[config.mk]
export PLATFORM = sky130hd
export DESIGN_NAME = serial_comparator
export DESIGN_NICKNAME = d
export VERILOG_FILES = /design/src/rtl/serial_comparator_pkg.sv /design/src/rtl/digit_cmp.sv /design/src/rtl/serial_comparator.sv
export SDC_FILE = /design/constraint.sdc
export NUM_CORES = 1
export LEC_CHECK = 0
export ABC_AREA = 1
export CORE_MARGIN = 2
export CORE_UTILIZATION = 54
export DETAILED_ROUTE_END_ITERATION = 12
export PLACE_DENSITY = 0.87
export SLEW_MARGIN = 20
export SYNTH_ARGS = -nofsm -noshare
export SYNTH_HDL_FRONTEND = slang
export SYNTH_SLANG_ARGS = --single-unit
[constraint.sdc]
create_clock -name clk -period 2.4 [get_ports clk]
set_clock_uncertainty 0.1 [all_clocks]
set_input_delay 0.48 -clock clk [delete_from_list [all_inputs] [get_ports clk]]
set_output_delay 0.48 -clock clk [all_outputs]
set_load 0.05 [all_outputs]
[src/rtl/serial_comparator_pkg.sv]
// Shared types for the digit-serial magnitude comparator: FSM states and the
// one-hot {ST, EQ, LT} result encoding.
package serial_comparator_pkg;

  typedef enum logic [1:0] {
    IDLE = 2'd0,
    RUN  = 2'd1,
    DONE = 2'd2
  } state_e;

  // Bit order matches the output port order {ST, EQ, LT}.
  typedef logic [2:0] result_t;

  localparam result_t RES_NONE = 3'b000;
  localparam result_t RES_ST   = 3'b100;
  localparam result_t RES_EQ   = 3'b010;
  localparam result_t RES_LT   = 3'b001;

endpackage

[src/rtl/digit_cmp.sv]
// Combinational unsigned compare of one DIGIT-wide slice. With sign_bias set,
// the slice MSBs are inverted so a two's-complement top digit orders correctly.
module digit_cmp #(
  parameter int unsigned DIGIT = 4
) (
  input  logic [DIGIT-1:0] a,
  input  logic [DIGIT-1:0] b,
  input  logic             sign_bias,
  output logic             lt,
  output logic             eq,
  output logic             gt
);

  logic [DIGIT-1:0] bias;
  logic [DIGIT-1:0] a_b;
  logic [DIGIT-1:0] b_b;

  always_comb begin
    bias            = '0;
    bias[DIGIT-1]   = sign_bias;
  end

  assign a_b = a ^ bias;
  assign b_b = b ^ bias;

  assign lt = (a_b < b_b);
  assign eq = (a_b == b_b);
  assign gt = (a_b > b_b);

endmodule

[src/rtl/serial_comparator.sv]
// Digit-serial magnitude comparator: scans A and B MSB-first, DIGIT bits per
// cycle, with a start/busy/done handshake and optional early exit.
module serial_comparator
  import serial_comparator_pkg::*;
#(
  parameter int unsigned WIDTH      = 16,
  parameter int unsigned DIGIT      = 4,
  parameter int unsigned EARLY_EXIT = 1
) (
  input  logic                           clk,
  input  logic                           rst_n,
  input  logic                           start,
  input  logic                           is_signed,
  input  logic [WIDTH-1:0]               A,
  input  logic [WIDTH-1:0]               B,
  output logic                           busy,
  output logic                           done,
  output logic                           ST,
  output logic                           EQ,
  output logic                           LT,
  output logic [$clog2(WIDTH/DIGIT):0]   cycles
);

  localparam int unsigned NDIG = WIDTH / DIGIT;
  localparam int unsigned DW   = $clog2(NDIG);
  localparam int unsigned CW   = DW + 1;

  state_e           state_q, state_d;
  logic [WIDTH-1:0] a_q, a_d;
  logic [WIDTH-1:0] b_q, b_d;
  logic             signed_q, signed_d;
  logic [DW-1:0]    d_q, d_d;
  logic             decided_q, decided_d;
  result_t          pend_q, pend_d;
  result_t          res_q, res_d;
  logic [CW-1:0]    cycles_q, cycles_d;
  logic             done_q, done_d;

  logic dig_lt, dig_eq, dig_gt;
  logic last_dig;

  digit_cmp #(
    .DIGIT (DIGIT)
  ) u_digit_cmp (
    .a         (a_q[WIDTH-1 -: DIGIT]),
    .b         (b_q[WIDTH-1 -: DIGIT]),
    .sign_bias (signed_q && (d_q == '0)),
    .lt        (dig_lt),
    .eq        (dig_eq),
    .gt        (dig_gt)
  );

  assign last_dig = (d_q == DW'(NDIG - 1));

  always_comb begin
    state_d   = state_q;
    a_d       = a_q;
    b_d       = b_q;
    signed_d  = signed_q;
    d_d       = d_q;
    decided_d = decided_q;
    pend_d    = pend_q;
    res_d     = res_q;
    cycles_d  = cycles_q;
    done_d    = 1'b0;

    unique case (state_q)
      IDLE, DONE: begin
        if (start) begin
          state_d   = RUN;
          a_d       = A;
          b_d       = B;
          signed_d  = is_signed;
          d_d       = '0;
          decided_d = 1'b0;
          pend_d    = RES_EQ;
        end else begin
          state_d = IDLE;
        end
      end
      RUN: begin
        // Only the first differing digit decides; later digits cannot override.
        if (!decided_q && !dig_eq) begin
          decided_d = 1'b1;
          pend_d    = dig_lt ? RES_ST : (dig_gt ? RES_LT : RES_EQ);
        end
        a_d = a_q << DIGIT;
        b_d = b_q << DIGIT;
        if ((decided_d && (EARLY_EXIT != 0)) || last_dig) begin
          state_d  = DONE;
          res_d    = pend_d;
          cycles_d = CW'(d_q) + CW'(1);
          done_d   = 1'b1;
        end else begin
          d_d = d_q + DW'(1);
        end
      end
      default: state_d = IDLE;
    endcase
  end

  always_ff @(posedge clk) begin
    if (!rst_n) begin
      state_q   <= IDLE;
      a_q       <= '0;
      b_q       <= '0;
      signed_q  <= 1'b0;
      d_q       <= '0;
      decided_q <= 1'b0;
      pend_q    <= RES_NONE;
      res_q     <= RES_NONE;
      cycles_q  <= '0;
      done_q    <= 1'b0;
    end else begin
      state_q   <= state_d;
      a_q       <= a_d;
      b_q       <= b_d;
      signed_q  <= signed_d;
      d_q       <= d_d;
      decided_q <= decided_d;
      pend_q    <= pend_d;
      res_q     <= res_d;
      cycles_q  <= cycles_d;
      done_q    <= done_d;
    end
  end

  assign busy         = (state_q == RUN);
  assign done         = done_q;
  assign {ST, EQ, LT} = res_q;
  assign cycles       = cycles_q;

endmodule

# Word level (Yosys, flattened, before mapping)
# Cells that the tools add are included.
[classes] n_eq_ne=7 bitwise_logic=2 reduce_logical=14 add_sub_neg=2 n_mux=20 n_lt_le_gt_ge=2
[op_table] cell="$pmux 16 s2" n=2
[op_table] cell="$mux 16" n=2
[op_table] cell="$mux 3" n=3
[op_table] cell="$mux 2" n=4
[op_table] cell="$pmux 2 s2" n=2
[op_table] cell="$reduce_and 2->1" n=4
[op_table] cell="$xor 4x4->4" n=2
[op_table] cell="$pmux 3 s2" n=1
[op_table] cell="$mux 1" n=5
[op_table] cell="$eq 2x2->1 const B" n=2
[op_table] cell="$eq 4x4->1" n=1
[op_table] cell="$gt 4x4->1" n=1
[op_table] cell="$logic_not 2->1" n=2
[op_table] cell="$lt 4x4->1" n=1
[op_table] cell="$ne 2x2->1 const B" n=2
[op_table] cell="$add 2x1->3 const B" n=1
[op_table] cell="$reduce_and 3->1" n=1
[op_table] cell="$add 2x1->2 const B" n=1
[op_table] cell="$eq 2x1->1 const B" n=1
[op_table] cell="$logic_and 1x1->1" n=2
[op_table] cell="$logic_not 1->1" n=2
[op_table] cell="$ne 2x1->1 const B" n=1
[op_table] cell="$pmux 1 s2" n=1
[op_table] cell="$reduce_bool 2->1" n=1
[op_table] cell="other kinds (2)" n=2
[word_totals] ff_bits=48 out_inout_bits=8 elab_cells=57

# Depth between registers and ports, before layout
# Gate-level depths: netlist of the first run.
[depth] ltp_word=11 mapped_depth=12 ltp_nobuf=12

# Hierarchy
# Synthesis of the first run repeated with hierarchy kept, for this count alone.
[hier_totals] hier_cells=280 hier_area_um2=2264.7
[by_module_without_submodules] module="serial_comparator" area_per_inst_um2=2135.8 cells_each=259 n_inst=1 seq_area_each_um2=960.9
[by_module_without_submodules] module="digit_cmp" area_per_inst_um2=128.9 cells_each=21 n_inst=1 seq_area_each_um2=0.0

# Worst setup path before layout of the first run
# Ideal clock, no wire load.
[synth_path] path_kind="flip-flop to flip-flop" from="reg b_q[13]" to="reg res_q[1]" path_slack_ps=874 required_time_ps=2185 n_path_buf=0 arrival_time_ps=1311 setup_time_ps=115 stages_incl_launch_ff=12 cell_sequence="dfxtp_1 -> inv_1 -> ha_1 -> inv_1 -> nor2_2 -> nand2_4 -> nor2_4 -> nand2_4 -> nand2_4 -> inv_4 -> o21ai_2 -> nor2_1"
[synth_between] elab_chain_len=8
[synth_rtl] item="start, declared" line="serial_comparator.sv:30" rtl="logic [WIDTH-1:0] b_q, b_d;"
[synth_rtl] item="start signal, assigned" line="serial_comparator.sv:106" rtl="b_q <= '0;"
[synth_rtl] item="start signal, assigned" line="serial_comparator.sv:117" rtl="b_q <= b_d;"
[synth_rtl] item="$xor 4x4->4 (*)" line="digit_cmp.sv:24" rtl="assign b_b = b ^ bias;"
[synth_rtl] item="$eq 4x4->1" line="digit_cmp.sv:27" rtl="assign eq = (a_b == b_b);"
[synth_rtl] item="$logic_not 1->1" line="serial_comparator.sv:83" rtl="if (!decided_q && !dig_eq) begin"
[synth_rtl] item="$logic_and 1x1->1" line="serial_comparator.sv:83"
[synth_rtl] item="$mux 1" line="serial_comparator.sv:83"
[synth_rtl] item="$mux 1" line="serial_comparator.sv:67" rtl="unique case (state_q)"
[synth_rtl] item="$logic_or 1x1->1" line="serial_comparator.sv:89" rtl="if ((decided_d && (EARLY_EXIT != 0)) || last_dig) begin"
[synth_rtl] item="$reduce_and 2->1 (no line)"
[synth_rtl] item="end signal, assigned" line="serial_comparator.sv:122" rtl="res_q <= res_d;"
[synth_rtl] item="end, declared" line="serial_comparator.sv:35" rtl="result_t res_q, res_d;"
# Mark *: on every way between the ends. The rest lies on a longest branch, timed or not. The select of a mux whose other input is x is not followed.
# A chain may end at the register's enable or synchronous reset.

# Worst setup path after layout of the first run
[layout_path] from="reg res_q[1]" to="out EQ"
[layout_rtl] item="end, declared" line="serial_comparator.sv:19" rtl="output logic EQ,"
# No word-level cell between the ends.

==> run summary, run 1 <==
largest family of logic cells by synthesized area: simple AND/OR/NAND/NOR gates
WS Path Type: flip-flop to output pin
outcome: finished, final reports clean
Hold-fix buffers, CTS: 0
worst hold path class: flip-flop to flip-flop
multi-input logic area: 963 µm²
grt total ovfl: 0
ant diodes: 0
max incr delay on CP: 0.81 ns
CP delay by family, top: buffers and inverters
DR vias/cell: 5.42
Num Clock Sinks: 48
Fillers: 302
Tmin final: 2.04 ns
Area growth, synth to finish: 26.4%
largest net degree at the start of global routing: 29
area leader, netlist: dfxtp_1
CP Capture Type: output pin
compound-cell area share of the yosys netlist: 0.171
clock group share of total power: 0.241
Die Y: 66.5 µm
Post-Route Utilization: 0.718
Die Wd: 66.5 µm
hold slack: 0.367 ns
post-route clock period utilization: 0.849
htree depth: 2
FF+latch area: 961 µm²
Initial Utilization: 0.568
final-report hold violation count: 0
RSZ-0062 raised after global routing: no
proportion of layout cells with a drive suffix above 1: 0.137
drc violations: 0
slowest CP cell: clkdlybuf4s50_1
routability cong.: 0.818
IO Pins: 44
multiplexer share of the synthesized area: 0
fin nets: 346
PostCTS Resize Cnt: 0
Async S/R FF share, synth: 0
max_cap viols: 0
Reg power frac: 0.473
number of buffers added on ports: 43
syn nets: 304
Max Freq: 0.491 GHz
TritonCTS clock tree: done
post-DP HPWL: 3370 µm
Combinational Power Share: 0.286
most frequent cells in the layout: dfxtp_1, nand2_1, clkdlybuf4s50_1
xor/xnor cell area share of the yosys netlist: 0
TritonCTS buffer count: 5
Final setup viols: 0
Syn Area/Cell: 8.03 µm²
number of nets still failing antenna checks after routing: 0
P per Cell Area: 754 nW/µm²
cells after synthesis: 263
Synth Warn #: 0
Cells after DPL: 346
postcts setup bufs: 0
Worst-path clk slew: 0.08 ns
adder-cell share of the synthesized area: 0.0296
TritonRoute pass-1 iters: 4
leakage: 0.00107 µW
pre-CTS setup slack: 0.498 ns
number of global-route vias before repair: 1679
Peak VDD IR: 0.000373 V
Synth top area share: 0.455
Area contributors post-synth: dfxtp_1, nand2_1, o221ai_1
via count: 1918
final std cells w/o fill: 354
setup TNS: 0 ns
Root Buffer: clkbuf_8
Routed WL: 4630 µm
CP bufs+invs: 1
setup ws final: 0.363 ns
Internal: 1350 µW
Clock Tree Buf Depth: 2
die area: 4420 µm²
FF+latch count, synth: 48
register area share after synthesis: 0.455
Sw Pwr: 659 µW
CP arrival: 1.46 ns
EDFF count, synth: 0
Required @ worst endpoint: 1.82 ns
gr usage total: 0.229
critical path, cell by cell: clkdlybuf4s50_1
first-pass GRT wire length: 7720 µm
max_slew headroom: 0.666
Synth Area in Simple Gates: 0.256
Skew-Pair Late Insertion Delay: 0.30 ns
initial antenna violation count: 0
Distinct cells, synth: 25
ys flop type: dfxtp_1
final slew viol count: 0
Sw Share: 0.327
WL/cell: 13.1 µm
Worst Setup Start Kind: flip-flop
Worst-Margin Slew: 0.500 ns
DRT iter0 DRCs: 75
most common cell after layout, fill and taps aside: dfxtp_1
synthesized cell area: 2110 µm²
core area: 3720 µm²
row cnt: 22
critical path fanouts, max: 2
## metrics by stage
stage	total power [µW]	cell area [µm²]
6_report	2010	2670
5_1_grt	2120	2670
4_1_cts	2020	2670
3_5_place_dp	1540	2580
3_3_place_gp	1520	2580
2_1_floorplan	1370	2110
## cell type report
type	count	share of cell area
clock buffer	8	0.0338
inverter	26	0.0375
timing repair buffer	50	0.185
sequential	48	0.360
multi-input combinational	174	0.361
tap	48	0.0225
## flip-flops by register name, summed over array words and instances, names as in the netlist
register / count
pend_q: 3
a_q: 16
b_q: 16
state_q: 2
done: 1
decided_q: 1
d_q: 2
res_q: 3
cycles: 3
signed_q: 1
## synthesized netlist by cell type (3+ instances only)
master,number
nand2_2,5
buf_2,6
nor2_2,3
buf_4,4
inv_2,8
o221ai_1,18
o21ai_0,9
inv_1,16
a21oi_1,17
nor3_1,24
nor2_1,27
nand2_1,47
clkbuf_1,4
ha_1,5
nand3_1,3
a211oi_1,5
nand2_4,5
dfxtp_1,48
## per-layer routing
layer / wire length (µm) / global-route usage / vias up / part of all wire
met5: 0 / 0 / - / 0
met4: 48 / 0.0612 / 0 / 0.010
met3: 286 / 0.0524 / 5 / 0.062
met2: 2180 / 0.359 / 58 / 0.47
met1: 2120 / 0.318 / 890 / 0.46
li1: - / - / 965 / -
## path summary, 6_finish.rpt
path | start | endpoint | slack, ns | cells past startpoint
worst min-delay path | a_q[1] | a_q[1] | 0.37 | 2
worst min register to register | a_q[1] | a_q[1] | 0.37 | 2
worst max register to register | b_q[14] | res_q[1] | 0.71 | 11
worst max-delay path | res_q[1] | EQ | 0.36 | 1
## cell families after synthesis
family	after synthesis
flip-flops	48
buffers and inverters	41
AO/OA/AOI/OAI	53
AND/OR/NAND/NOR	116
adder cells (fa/ha/maj)	5
## power by group through the flow
stage / Clock (µW) / Sequential [µW] / Combinational (µW)
detailed placement: 0 / 967 / 577
floorplan: 0 / 989 / 377
CTS: 493 / 949 / 580
global placement: 0 / 964 / 558
global route: 519 / 960 / 639
finish: 485 / 951 / 576
Power figures use the tool's default switching activity.
==> run 2, diff against run 1 <==
--- a/config.mk
+++ b/config.mk
@@ -7,9 +7,9 @@
 export LEC_CHECK = 0
 export ABC_AREA = 1
 export CORE_MARGIN = 2
-export CORE_UTILIZATION = 54
+export CORE_UTILIZATION = 45
 export DETAILED_ROUTE_END_ITERATION = 12
-export PLACE_DENSITY = 0.87
+export PLACE_DENSITY = 0.78
 export SLEW_MARGIN = 20
 export SYNTH_ARGS = -nofsm -noshare
 export SYNTH_HDL_FRONTEND = slang
==> constraint.sdc (replaced) <==
create_clock -name clk -period 1.8 [get_ports clk]
set_clock_uncertainty 0.1 [all_clocks]
set_input_delay 0.36 -clock clk [delete_from_list [all_inputs] [get_ports clk]]
set_output_delay 0.36 -clock clk [all_outputs]
set_load 0.05 [all_outputs]
==> run summary, run 2 (same netlist as run 1, synthesis figures left out) <==
Fillers: 412
number of global-route vias before repair: 1734
Routed WL: 4770 µm
final slew viol count: 0
number of nets still failing antenna checks after routing: 0
post-route clock period utilization: 0.922
IO Pins: 44
WS Path Type: flip-flop to flip-flop
critical path fanouts, max: 8
Post-Route Utilization: 0.599
Die Y: 72.5 µm
CP Capture Type: flip-flop
DR vias/cell: 5.39
final-report hold violation count: 0
TritonRoute pass-1 iters: 4
largest net degree at the start of global routing: 31
Final Instance Area: 2660 µm²
WL/cell: 13.4 µm
TritonCTS clock tree: done
clock group share of total power: 0.243
Area growth, synth to finish: 26.0%
P per Cell Area: 1010 nW/µm²
PostCTS Resize Cnt: 0
Num Clock Sinks: 48
DRT iter0 DRCs: 143
fin nets: 345
most frequent cells in the layout: dfxtp_1, nand2_1, clkdlybuf4s50_1
Internal: 1800 µW
TritonCTS buffer count: 5
area post-placement: 2570 µm²
core area: 4440 µm²
Root Buffer: clkbuf_8
Final setup viols: 0
postcts setup bufs: 0
Combinational Power Share: 0.285
RSZ-0062 raised after global routing: no
final std cells w/o fill: 357
largest registers: a_q: 16 flops, b_q: 16 flops
max_slew headroom: 0.807
htree depth: 2
Required @ worst endpoint: 1.89 ns
leakage: 0.00108 µW
row cnt: 24
ant diodes: 0
Hold-fix buffers, CTS: 0
Cells after DPL: 349
Peak VDD IR: 0.000469 V
Tmin final: 1.66 ns
Worst Setup Start Kind: flip-flop
CP arrival: 1.75 ns
Initial Utilization: 0.475
Sw Pwr: 878 µW
most common cell after layout, fill and taps aside: dfxtp_1
post-DP HPWL: 3340 µm
number of buffers added on ports: 43
die area: 5250 µm²
Skew-Pair Late Insertion Delay: 0.30 ns
outcome: finished, final reports clean
worst hold path class: flip-flop to flip-flop
Worst-path clk slew: 0.08 ns
Reg power frac: 0.472
drc violations: 0
Die Wd: 72.5 µm
initial antenna violation count: 0
Sw Share: 0.328
multi-input logic area: 963 µm²
Clock Tree Buf Depth: 2
routability cong.: 0.878
gr usage total: 0.195
proportion of layout cells with a drive suffix above 1: 0.157
first-pass GRT wire length: 8000 µm
FF+latch area: 961 µm²
Worst-Margin Slew: 0.290 ns
Max Freq: 0.603 GHz
via count: 1926
grt total ovfl: 0
max_cap viols: 0
[run 2: changes by cell type in the layout (fill, tap and decap cells not counted), sizes merged]
cell	change
buf	+6
clkdlybuf4s50	-7
[run 2: power groups by stage]
stage	clock [µW]	sequential, µW	combinational (µW)
after global placement	0	1290	747
final	652	1270	763
after detailed placement	0	1290	764
after CTS	667	1260	767
after global routing	703	1280	843
after floorplan	0	1320	503
[run 2: metal layers]
layer  vias to the layer above  wire length, µm  track usage
met4                         0               68       0.0638
met3                         7              328       0.0389
met5                         -                0            0
met2                        70             2210        0.304
met1                       883             2170        0.271
li1                        966                -            -
[run 2: critical path, stage by stage, from the launching register on]
cell and delay (ns):
dfxtp_1 0.32, inv_1 0.05, ha_1 0.28, nand2_1 0.06, nor2_2 0.13, nand2_4 0.08, nor2_4 0.11, nand2_4 0.07
nand2_4 0.11, inv_4 0.06, o21ai_2 0.12, nor2_1 0.05
[run 2: cell type report]
type,instances,share of cell area
flip-flops and latches,48,0.361
well taps,52,0.0245
inverters,26,0.0376
repair buffers,49,0.181
multi-input cells,174,0.362
clock buffers,8,0.0339
[run 2: worst paths after layout]
check        slack, ns    start        to  cells after the start
max               0.14  b_q[14]  res_q[1]                     11
min               0.37   b_q[0]    b_q[0]                      2
max reg2reg       0.14  b_q[14]  res_q[1]                     11
min reg2reg       0.37   b_q[0]    b_q[0]                      2
[run 2: stage by stage]
stage               setup slack, ns  setup TNS, ns  total power, µW  hold slack, ns
floorplan                     0.274              0             1820           0.339
global placement             0.0201              0             2030           0.353
detailed placement          -0.0161        -0.0161             2050           0.354
CTS                           0.138              0             2700           0.368
global route                 0.0271              0             2830           0.391
finish                        0.141              0             2680           0.369
==> RTL edit (flow settings as in run 1) <==
Take the reset off `a_q` and `b_q` and load them in a clocked block of their own.
--- a/src/rtl/serial_comparator.sv
+++ b/src/rtl/serial_comparator.sv
@@ -104,4 +104,2 @@
       state_q   <= IDLE;
-      a_q       <= '0;
-      b_q       <= '0;
       signed_q  <= 1'b0;
@@ -115,4 +113,2 @@
       state_q   <= state_d;
-      a_q       <= a_d;
-      b_q       <= b_d;
       signed_q  <= signed_d;
@@ -127,2 +123,7 @@
 
+  always_ff @(posedge clk) begin
+    a_q <= a_d;
+    b_q <= b_d;
+  end
+
   assign busy         = (state_q == RUN);
Behaviour: no difference found for any inputs over 10 cycles, from zero or initial values and one cycle with rst_n low; that may be too few to reach the edited logic, so the function may still have changed.
==> RTL edit against run 1 <==
Routed wire length down 16%; final cell count down 3.4%; design area up 2.9%; total power down 12%; area after synthesis up 2.5%; global-route usage down 3.4 points; count of clock-buffer cells in the layout down 1; worst setup slack better by 0.021 ns; sequential cell count unchanged.
==> RTL edit: results (changes against run 1) <==
Global routing
  – Vias in the first global route: 1582 (-5.8%)
  – Antenna violations before repair: 0 (unchanged)
  – Largest net degree at the start of global routing: 27 (-6.9%)
  – First-pass GRT wire length: 6380 um (-17%)
  – Overall global routing resource usage: 19.5% (-3.4 points)
  – Met2 usage: 32.8% (-3.1 points)
  – GR met1 Demand/Resource: 21.7% (-10 points)
  – Routing usage on met3: 5.50% (+0.26 points)

Setup path
  – Worst EP arrival: 1.44 ns (-0.02 ns)
  – Largest delay share family, worst path: buffers and inverters

Synth
  – Most frequent cells after synthesis: nand2_1, edfxtp_1, inv_1
  – Number of distinct library cells after synthesis: 23 (-8.0%)
  – Syn_nets: 284 (-6.6%)
  – Largest cells by area after synthesis: edfxtp_1, nand2_1, dfxtp_1
  – Sequential-to-total area share from yosys stat: 59.2% (+14 points)
  – Yosys warnings: 0 (unchanged)
  – EDFF count, synth: 32 (+32)

Pwr
  – PwrDens: 645 nW/um^2 (-14%)
  – Clock group share of total power: 25.2% (+1.1 points)
  – Combinational power: 0.000327 W (-43%)
  – Int Pwr: 0.00131 W (-3.2%)
  – Leakage: 1.22 nW (+15%)
  – VDD IR max: 0.534 mV (+43%)

Outcome
  – Status: completed

STA
  – Rel. slew slack: 67.1% (+0.50 points)
  – Final Max Tran Viols: 0 (unchanged)

Cells and area
  – Share of layout cells above drive strength 1: 9.59% (-4.1 points)
  – Fin nets: 332 (-4.0%)

Clocking
  – # Post-CTS Setup Buffers: 0 (unchanged)

Detailed routing
  – Initial DRC Count: 63 (-16%)
  – Routed wire length: 3890 um (-16%)
  – Metal2 WL: 1950 um (-11%)
  – 1st-pass router iterations: 6 (+2)
  – M1 WL: 1620 um (-24%)
  – Met3 routed WL: 190 um (-34%)
  – Mean number of vias per cell: 4.78 (-12%)

Place
  – HPWL Detailed: 2920 um (-13%)
  – GP Congestion: 0.836 (+2.1%)
-- RTL edit: worst reg2reg max path, cell delays in order, from the launching register on --
cell	delay, ns
edfxtp_1	0.37
ha_1	0.31
nand2_1	0.08
nor2_4	0.12
nand2_4	0.08
nor2_4	0.11
nand2_4	0.07
nand2_4	0.10
inv_2	0.07
nand2_2	0.09
o21ai_2	0.05
-- RTL edit: cell families (layout without fill, tap and decap cells) --
logic type / Yosys count / after routing / synth area share (%)
AND/OR/NAND/NOR: 136 / 136 / 26.8
flip-flops: 48 / 48 / 59.2
buffers and inverters: 39 / 88 / 7.17
AO/OA/AOI/OAI: 15 / 15 / 3.93
adder cells (fa/ha/maj): 5 / 5 / 2.89
-- RTL edit: path summary, 6_finish.rpt --
kind / from / to / slack, ns / depth (start not counted)
max: res_q[0] / LT / 0.38 / 1
min: cycles[2] / cycles[2] / 0.37 / 2
max reg2reg: a_q[14] / cycles[0] / 0.75 / 10
min reg2reg: cycles[2] / cycles[2] / 0.37 / 2
-- RTL edit: cell type report --
type / instances / area [sq um] / share of cell area [%]
multi-input combinational: 156 / 727 / 26.5
tap: 50 / 62.6 / 2.28
timing repair buffer: 47 / 470 / 17.1
clock buffer: 7 / 76.3 / 2.78
sequential: 48 / 1280 / 46.7
inverter: 33 / 124 / 4.51
clock inverter: 1 / 3.75 / 0.137
-- RTL edit: per-stage QoR --
| step | setup slack, ns | cell area, sq um | instances | hold slack, ns |
|---|---|---|---|---|
| after floorplan | 0.541 | 2160 | 243 | 0.343 |
| after global placement | 0.408 | 2670 | 334 | 0.354 |
| after detailed placement | 0.352 | 2670 | 334 | 0.360 |
| after CTS | 0.364 | 2750 | 342 | 0.369 |
| after global routing | 0.326 | 2750 | 342 | 0.395 |
| final | 0.384 | 2750 | 342 | 0.367 |
